<file path="src/rtl/instruction_fetch_buffer_pkg.sv">
// Shared types and constants for the instruction fetch buffer.
// One queue entry is an instruction word paired with the PC it was fetched from.
package instruction_fetch_buffer_pkg;

    localparam int INSTR_W           = 32;
    localparam int DEFAULT_BIT_COUNT = 32;
    localparam int FETCH_INCREMENT   = 4;

    typedef struct packed {
        logic [INSTR_W-1:0]           instr;
        logic [DEFAULT_BIT_COUNT-1:0] pc;
    } fetch_entry_t;

endpackage

</file>
<file path="src/rtl/instruction_fetch_buffer_fetch_queue.sv">
// Synchronous FIFO holding fetched {instr, pc} entries; flush empties it in one cycle.
// DEPTH must be a power of two so the pointers wrap naturally.
module instruction_fetch_buffer_fetch_queue
    import instruction_fetch_buffer_pkg::*;
#(
    parameter int WIDTH = INSTR_W + DEFAULT_BIT_COUNT,
    parameter int DEPTH = 4
) (
    input  logic                     clk,
    input  logic                     reset,
    input  logic                     push,
    input  logic [WIDTH-1:0]         push_data,
    input  logic                     pop,
    input  logic                     flush,
    output logic [$clog2(DEPTH):0]   count,
    output logic [WIDTH-1:0]         head
);

    localparam int AW = $clog2(DEPTH);

    logic [WIDTH-1:0] mem_q [DEPTH];
    logic [AW-1:0]    rd_ptr_q, rd_ptr_d;
    logic [AW-1:0]    wr_ptr_q, wr_ptr_d;
    logic [AW:0]      count_q, count_d;
    logic             push_en, pop_en;

    always_comb begin
        // NOTE: every signal gets a default before any branch, so no path can infer a latch.
        push_en  = push && (count_q != (AW+1)'(DEPTH));
        pop_en   = pop && (count_q != '0);
        rd_ptr_d = rd_ptr_q;
        wr_ptr_d = wr_ptr_q;
        count_d  = count_q;
        if (flush) begin
            rd_ptr_d = '0;
            wr_ptr_d = '0;
            count_d  = '0;
        end else begin
            if (push_en) wr_ptr_d = wr_ptr_q + AW'(1);
            if (pop_en)  rd_ptr_d = rd_ptr_q + AW'(1);
            count_d = count_q + (AW+1)'(push_en) - (AW+1)'(pop_en);
        end
    end

    always_ff @(posedge clk) begin
        // NOTE: state registers use non-blocking assignments so every flop samples pre-edge values.
        if (reset) begin
            rd_ptr_q <= '0;
            wr_ptr_q <= '0;
            count_q  <= '0;
        end else begin
            rd_ptr_q <= rd_ptr_d;
            wr_ptr_q <= wr_ptr_d;
            count_q  <= count_d;
        end
    end

    // NOTE: storage is not reset; count guards every read, so stale contents are never observed.
    always_ff @(posedge clk) begin
        if (push_en && !flush) mem_q[wr_ptr_q] <= push_data;
    end

    assign count = count_q;
    assign head  = mem_q[rd_ptr_q];

    overflow_check: assert property (@(posedge clk) disable iff (reset)
        !(push && count_q == (AW+1)'(DEPTH)));

endmodule

</file>
<file path="src/rtl/instruction_fetch_buffer.sv">
// Fetch front end: credit-limited sequential PC requests, in-order response queue, redirect flush.
// Optional macro FETCH_BYPASS_EN forwards a response straight to decode when the queue is empty.
module instruction_fetch_buffer
    import instruction_fetch_buffer_pkg::*;
#(
    parameter int                   BIT_COUNT = 32,
    parameter int                   DEPTH     = 4,
    parameter logic [BIT_COUNT-1:0] RESET_PC  = '0
) (
    input  logic                 clk,
    input  logic                 reset,
    output logic                 IMemReqValid,
    input  logic                 IMemReqReady,
    output logic [BIT_COUNT-1:0] IMemReqAddr,
    input  logic                 IMemRespValid,
    input  logic [31:0]          IMemRespData,
    input  logic                 RedirectValid,
    input  logic [BIT_COUNT-1:0] RedirectPC,
    output logic                 DecodeValid,
    input  logic                 DecodeReady,
    output logic [31:0]          DecodeInstr,
    output logic [BIT_COUNT-1:0] DecodePC
);

    localparam int CW = $clog2(DEPTH) + 1;
    localparam int EW = INSTR_W + BIT_COUNT;

    logic [BIT_COUNT-1:0] fetch_pc_q, fetch_pc_d;
    logic [BIT_COUNT-1:0] expect_pc_q, expect_pc_d;
    logic [CW-1:0]        outstanding_q, outstanding_d;
    logic [CW-1:0]        drop_q, drop_d;

    logic [CW-1:0]        count;
    logic [EW-1:0]        head, push_data;
    logic [CW:0]          credit_used;
    logic [BIT_COUNT-1:0] redirect_pc;
    logic                 req_fire, resp_ok, resp_keep;
    logic                 bypass_avail, bypass_take;
    logic                 push, pop;

    instruction_fetch_buffer_fetch_queue #(
        .WIDTH (EW),
        .DEPTH (DEPTH)
    ) u_fetch_queue (
        .clk       (clk),
        .reset     (reset),
        .push      (push),
        .push_data (push_data),
        .pop       (pop),
        .flush     (RedirectValid),
        .count     (count),
        .head      (head)
    );

    always_comb begin
        credit_used  = {1'b0, count} + {1'b0, outstanding_q};
        IMemReqValid = !reset && !RedirectValid && (credit_used < (CW+1)'(DEPTH));
        IMemReqAddr  = fetch_pc_q;
        req_fire     = IMemReqValid && IMemReqReady;
        redirect_pc  = RedirectPC & ~BIT_COUNT'(3);

        // A response with no request outstanding is a protocol error and is ignored.
        resp_ok   = IMemRespValid && (outstanding_q != '0);
        resp_keep = resp_ok && (drop_q == '0) && !RedirectValid;
        push_data = {IMemRespData, expect_pc_q};

`ifdef FETCH_BYPASS_EN
        bypass_avail = resp_keep && (count == '0);
`else
        bypass_avail = 1'b0;
`endif
        DecodeValid = !reset && !RedirectValid && ((count != '0) || bypass_avail);
        bypass_take = bypass_avail && DecodeValid && DecodeReady;
        pop         = DecodeValid && DecodeReady && (count != '0);
        push        = resp_keep && !bypass_take;

        {DecodeInstr, DecodePC} = '0;
        if (DecodeValid) begin
`ifdef FETCH_BYPASS_EN
            {DecodeInstr, DecodePC} = (count != '0) ? head : push_data;
`else
            {DecodeInstr, DecodePC} = head;
`endif
        end

        fetch_pc_d    = fetch_pc_q;
        expect_pc_d   = expect_pc_q;
        drop_d        = drop_q;
        outstanding_d = outstanding_q + CW'(req_fire) - CW'(resp_ok);
        if (req_fire) fetch_pc_d = fetch_pc_q + BIT_COUNT'(FETCH_INCREMENT);
        if (resp_ok) begin
            if (drop_q != '0) drop_d      = drop_q - CW'(1);
            else              expect_pc_d = expect_pc_q + BIT_COUNT'(FETCH_INCREMENT);
        end

        // Every word still in flight after this cycle belongs to the old path.
        if (RedirectValid) begin
            fetch_pc_d  = redirect_pc;
            expect_pc_d = redirect_pc;
            drop_d      = outstanding_q - CW'(resp_ok);
        end
    end

    always_ff @(posedge clk) begin
        if (reset) begin
            fetch_pc_q    <= RESET_PC;
            expect_pc_q   <= RESET_PC;
            outstanding_q <= '0;
            drop_q        <= '0;
        end else begin
            fetch_pc_q    <= fetch_pc_d;
            expect_pc_q   <= expect_pc_d;
            outstanding_q <= outstanding_d;
            drop_q        <= drop_d;
        end
    end

    resp_protocol_check: assert property (@(posedge clk) disable iff (reset)
        !(IMemRespValid && outstanding_q == '0));

endmodule
</file>
<file path="config.mk">
export PLATFORM = sky130hd
export DESIGN_NAME = instruction_fetch_buffer
export DESIGN_NICKNAME = d
export VERILOG_FILES = /design/src/rtl/instruction_fetch_buffer_pkg.sv /design/src/rtl/instruction_fetch_buffer_fetch_queue.sv /design/src/rtl/instruction_fetch_buffer.sv
export SDC_FILE = /design/constraint.sdc
export NUM_CORES = 1
export LEC_CHECK = 0
export CORE_ASPECT_RATIO = 0.9
export CORE_MARGIN = 2
export CORE_UTILIZATION = 44
export CTS_CLUSTER_SIZE = 40
export DETAILED_ROUTE_END_ITERATION = 16
export PLACE_DENSITY = 0.77
export SLEW_MARGIN = 20
export SYNTH_ARGS = -nofsm -noshare
export SYNTH_HDL_FRONTEND = slang
export SYNTH_SLANG_ARGS = --single-unit
export TNS_END_PERCENT = 20
</file>
<file path="constraint.sdc">
create_clock -name clk -period 9.2 [get_ports clk]
set_input_delay 1.84 -clock clk [delete_from_list [all_inputs] [get_ports clk]]
set_output_delay 1.84 -clock clk [all_outputs]
set_load 0.05 [all_outputs]
</file>
[Yosys cells after proc, flatten, opt, wreduce, memory -nomap -nowiden]
Memory sizes are Yosys's and may differ from the RTL's. A register that Yosys moved wholly into a read port is not among the register bits.
Cells that the tools add are included.
Word-level totals
  register bits after elaboration: 77
  bits in latches: 0
  RAM bits: 256
  memory bits (read-only): 0
  output and inout port bits: 98
  logic and storage cells: 64
  memories: 1
Cells by class
  add/subtract/negate cells: 11
  multipliers: 0
  div/mod/pow operators: 0
  magnitude comparators: 1
  eq/ne operators: 2
  shifts and indexed selects: 0
  muxes and demuxes: 14
  bitwise operators: 1
  reduce and logical (&&, ||, !) cells: 25
Memories
  u_fetch_queue.mem_q: depth 4, bits a word 64, rd ports 1, clocked after memory_dff 1, write ports 1, line instruction_fetch_buffer_fetch_queue.sv:21  | logic [WIDTH-1:0] mem_q [DEPTH];
Operators by type and width (number)
  2-to-1 mux 32 bit: 7
  adder 32 x 3 -> 32 bit, second input constant: 2
  logical AND 1 bit: 12
  2-to-1 mux 3 bit: 3
  nonzero test 3 bit: 3
  subtractor 3 x 1 -> 3 bit: 3
  adder 3 x 1 -> 3 bit: 2
  AND reduction 2 bit: 3
  nonzero test 2 bit: 3
  adder 2 x 1 -> 2 bit, second input constant: 2
  adder 3 x 3 -> 4 bit: 1
  less-than comparator 4 x 3 -> 1 bit, second input constant: 1
  2-to-1 mux 2 bit: 2
  logical NOT 3 bit: 1
  inequality test 3 bit, second input constant: 1
  subtractor 3 x 1 -> 3 bit, second input constant: 1
  logical NOT 1 bit: 2
  2-to-1 mux 1 bit: 2
  inequality test 2 bit, second input constant: 1
  OR reduction 2 bit: 1
  NOT 1 bit: 1

[Logic depth before layout (Yosys ltp)]
  word-level depth: 8
  depth in mapped cells: 12

[Hierarchy]
A second synthesis with hierarchy kept.
Unflattened totals
  cells, all modules: 898
  area, all modules: 14132.3 um2
By module, submodules not included
  instruction_fetch_buffer_fetch_queue: times used 1, cells an instance 380, area an instance 9781.9 um2
  instruction_fetch_buffer: times used 1, cells an instance 518, area an instance 4350.4 um2

[Worst setup path before layout]
OpenSTA, ideal clock, no wires.
  path type: in2out
  start point: input RedirectValid
  end point: output DecodePC[22]
  arrival: 3448 ps
  data required time: 7360 ps
  path slack: 3912 ps
  stages on the path: 5
  buffers on the path: 2
  cells stage by stage: or2_1 -> buf_2 -> nor2_1 -> clkbuf_1 -> and2_1
Between the ends
  cells in the longest elaborated chain, start to end: 4
RTL lines
  from (decl): line instruction_fetch_buffer.sv:17  | input logic RedirectValid,
  logical NOT 1 bit: line instruction_fetch_buffer.sv:72  | DecodeValid = !reset && !RedirectValid && ((count != '0) || bypass_avail);
  logical AND 1 bit (2 in series): line instruction_fetch_buffer.sv:72
  net DecodeValid: line instruction_fetch_buffer.sv:19  | output logic DecodeValid,
  2-to-1 mux 32 bit: line instruction_fetch_buffer.sv:78  | if (DecodeValid) begin
  to (decl): line instruction_fetch_buffer.sv:22  | output logic [BIT_COUNT-1:0] DecodePC
The timed path passes the listed nets, and every way through them passes these cells.

[Worst setup path after layout]
  start point: input RedirectValid
  end point: output DecodePC[18]
Between the ends
  cells in the longest elaborated chain, start to end: 4
RTL lines (line)
  logical NOT 1 bit: instruction_fetch_buffer.sv:72
  logical AND 1 bit (2 in series): instruction_fetch_buffer.sv:72
  2-to-1 mux 32 bit: instruction_fetch_buffer.sv:78
No other way between the ends.

==> run metrics <==
H-tree depth 2; number of synthesized flops with an enable pin approximately 250; detailed-route via count between 8000 and 9000; Iter 0 DRT Violations slightly above 500; vias in the first global route 7930; Buffers on Ports between 150 and 200; max-slew violations 0; die area about 0.032 sq mm; Buf/Inv on CP 4; R2R depth 12; HP Class reg2reg; WL per Instance 19.1 microns; I/O pin cnt 168; nets approximately 1200; Internal roughly 0.0026 W; global-route wire length before repair 44600 microns; initial antenna violation count 0; dominant cell type by area after synthesis edfxtp_1; Setup crit start RedirectValid; diodes inserted 0; leakage power roughly 5.5 nW; DRT Pass-1 Iters 4; Pwr Density between 200 and 250 mW/mm^2; Critical Path AT between 4000 and 5000 ps; Initial Util between 40% and 50%; Die Wd around 190 microns; CP max stage delay 820 ps; Synth Instances between 900 and 1000; layout cells sized above 1 12.8%; Final Power roughly 0.0034 W; Reg2Reg Setup Slack ~5700 ps; core area just over 0.03 sq mm; Post-Route WL between 20000 and 30000 microns; Post-Synthesis Cell Area around 0.014 sq mm; max cap viols 0; worst setup path class in2out; top fanout value on the critical path 65; predominant post-synthesis flop cell edfxtp_1; worst vdd rail ir drop between 0.0001 and 0.00015 V; Worst Skew ~12 ps; CP Capture Point DecodePC[18]; part of the power in the clock network just under 40%; Antenna Nets Post-Route 0; total gr overflow 0; r2r startpoint outstanding_q[1]$_SDFF_PP0_; Seq pwr share 50.5%; Post-CTS Resized 0; slowest CP cell clkdlybuf4s50_1; worst skew pair latency approximately 500 ps; die height ~170 microns; Critical Path End Type output port; Avg Inst Size Synth 14.9 sq um; cells along the critical path clkdlybuf4s50_1 -> buf_4 -> or2_1 -> nor2_4 -> buf_4 -> and2_1 -> clkdlybuf4s50_1; Synth top area share between 50% and 60%; Setup Fix Bufs, Post-CTS 0; placed insts between 1000 and 1500; clk root buf clkbuf_16; Total GRT Usage between 10% and 20%; post-route insts no fill between 1500 and 2000; minimum clock period roughly 6600 ps; CP startpoint kind input pin; Logic pwr share under 10%; top cells by area, synth edfxtp_1 (55%), dfxtp_1 (11%), mux4_2 (10%), and2_1 (3.3%), xor2_1 (1.7%); count leader, synth edfxtp_1; Fin. Hold Viols 0; Distinct cells, synth 55; vias per cell between 5 and 6; post-DP HPWL 17500 microns; Synth async-reset ratio 0%; CTS Buffer Depth 3; final setup vio count 0; gpl congestion around 0.85; critical path's top delay family buffers and inverters; CTS buffer count 34; R2R Path End outstanding_q[2]$_SDFF_PP0_; Fin Setup TNS 0 ps; Worst path depth 7; Slew headroom between 30% and 40%; FP Rows between 60 and 70; Worst-path clk slew approximately 60 ps; Post-CTS Hold Buffers 0; Slew @ Worst Pin 961 ps; largest net degree at the start of global routing between 60 and 70; fmax 152 MHz; RSZ-0062 raised after global routing false; period utilization 71.6%; top post-synthesis cells by count edfxtp_1 (248), dfxtp_1 (75), and2_1 (72), mux4_2 (62), nor2_1 (48); synth warn 0; Clock Sinks 323; WP data required 7360 ps; Seq/Total Area, Yosys approximately 66%; CTS tree done; Seq cells post-synth 323; switching power just under 0.0008 W; Area Overhead vs Synth 22.8%; status completed; # DRC 0; sw frac a little under a quarter
-- routing by layer --
layer	global-route usage (%)	up-vias	part of all wire, %
met5	0	-	0
met3	4.02	33	7.5
met1	24.9	4055	45
met4	3.74	0	1.3
li1	-	3806	-
met2	28.7	323	46
-- tightest hold or removal path: stages, from the launching register on --
cell and delay (ps):
dfxtp_1 350, xnor2_1 90, nor2_1 70
-- cells in the final DEF (no fill, tap or decap), types with 3 or more instances in the layout --
cell / count
or3_1: 7
nor3_1: 13
o211ai_1: 3
nand4_1: 32
clkbuf_1: 4
clkdlybuf4s50_1: 160
nor2_1: 47
xor2_1: 26
edfxtp_1: 248
clkinv_2: 7
mux2i_1: 4
or4_1: 4
buf_4: 13
a211oi_1: 15
clkbuf_16: 37
and4_1: 5
and2_1: 68
o21a_1: 6
clkinv_1: 5
inv_1: 33
and2_2: 4
a21boi_0: 14
xnor2_1: 17
nor2b_1: 4
o21ai_0: 16
and3_1: 10
a21oi_1: 19
mux4_2: 62
a21o_1: 4
a31oi_1: 17
nand2_1: 33
ha_1: 16
dfxtp_1: 73
nand3_1: 24
conb_1: 4
a32oi_1: 3
-- area by class of cell --
cell class                 count  area [sq um]
multi-input combinational    509          4320
clock buffer                  42           955
inverter                      33           124
clock inverter                17           138
sequential                   323          8950
timing repair buffer         174          1700
fill                        2500         14000
tap                          409           512
-- logic make-up after synthesis --
family,after synthesis,synth area share [%]
multiplexers,66,10.6
AO/OA/AOI/OAI,112,5.52
other,1,0.0276
buffers and inverters,86,2.61
XOR/XNOR,43,2.77
AND/OR/NAND/NOR,266,10.9
flip-flops,323,65.8
adder cells (fa/ha/maj),18,1.77
-- sequential cells by signal, summed over array words and instances, names as in the netlist, named ones only --
register	count
u_fetch_queue.mem_q	248
IMemReqAddr	30
expect_pc_q	30
drop_q	3
outstanding_q	3
u_fetch_queue.count	3
u_fetch_queue.rd_ptr_q	2
u_fetch_queue.wr_ptr_q	2
-- power groups by stage --
stage          Sequential [W]  Combinational, W  Clock (W)
6_report              0.00169          0.000327    0.00133
5_1_grt               0.00170          0.000360    0.00142
4_1_cts               0.00169          0.000330    0.00136
3_5_place_dp          0.00172          0.000328          0
3_3_place_gp          0.00172          0.000321          0
2_1_floorplan         0.00174          0.000191          0
-- per-stage QoR --
| stage | utilization (%) | cell area [sq um] | setup WS, ps | hold slack [ps] |
|---|---|---|---|---|
| 2_1_floorplan | - | 13600 | 3910 | 460 |
| 3_3_place_gp | 50.9 | 15600 | 2590 | 508 |
| 3_5_place_dp | 50.9 | 15600 | 2580 | 532 |
| 4_1_cts | 54.4 | 16700 | 2580 | 547 |
| 5_1_grt | 54.4 | 16700 | 2400 | 568 |
| 6_report | 54.4 | 16700 | 2620 | 549 |
-- how the worst min path moves through the flow --
stage | startpoint | to | slack (ps) | cells after the start
floorplan | expect_pc_q[30]$_SDFFE_PP0P_ | u_fetch_queue.mem_q[0][30]$_DFFE_PP_ | 460 | 0
global placement | u_fetch_queue.rd_ptr_q[1]$_SDFFE_PP0P_ | flop | 510 | 2
detailed placement | IMemReqAddr[16]$_SDFFE_PP0P_ | IMemReqAddr[16]$_SDFFE_PP0P_ | 530 | 1
CTS | u_fetch_queue.rd_ptr_q[0]$_SDFFE_PP0P_ | u_fetch_queue.rd_ptr_q[0]$_SDFFE_PP0P_ | 550 | 2
global route | expect_pc_q[30]$_SDFFE_PP0P_ | u_fetch_queue.mem_q[0][30]$_DFFE_PP_ | 570 | 0
finish | u_fetch_queue.rd_ptr_q[0]$_SDFFE_PP0P_ | u_fetch_queue.rd_ptr_q[0]$_SDFFE_PP0P_ | 550 | 2
Note: power is estimated with default switching activity, not from simulation.
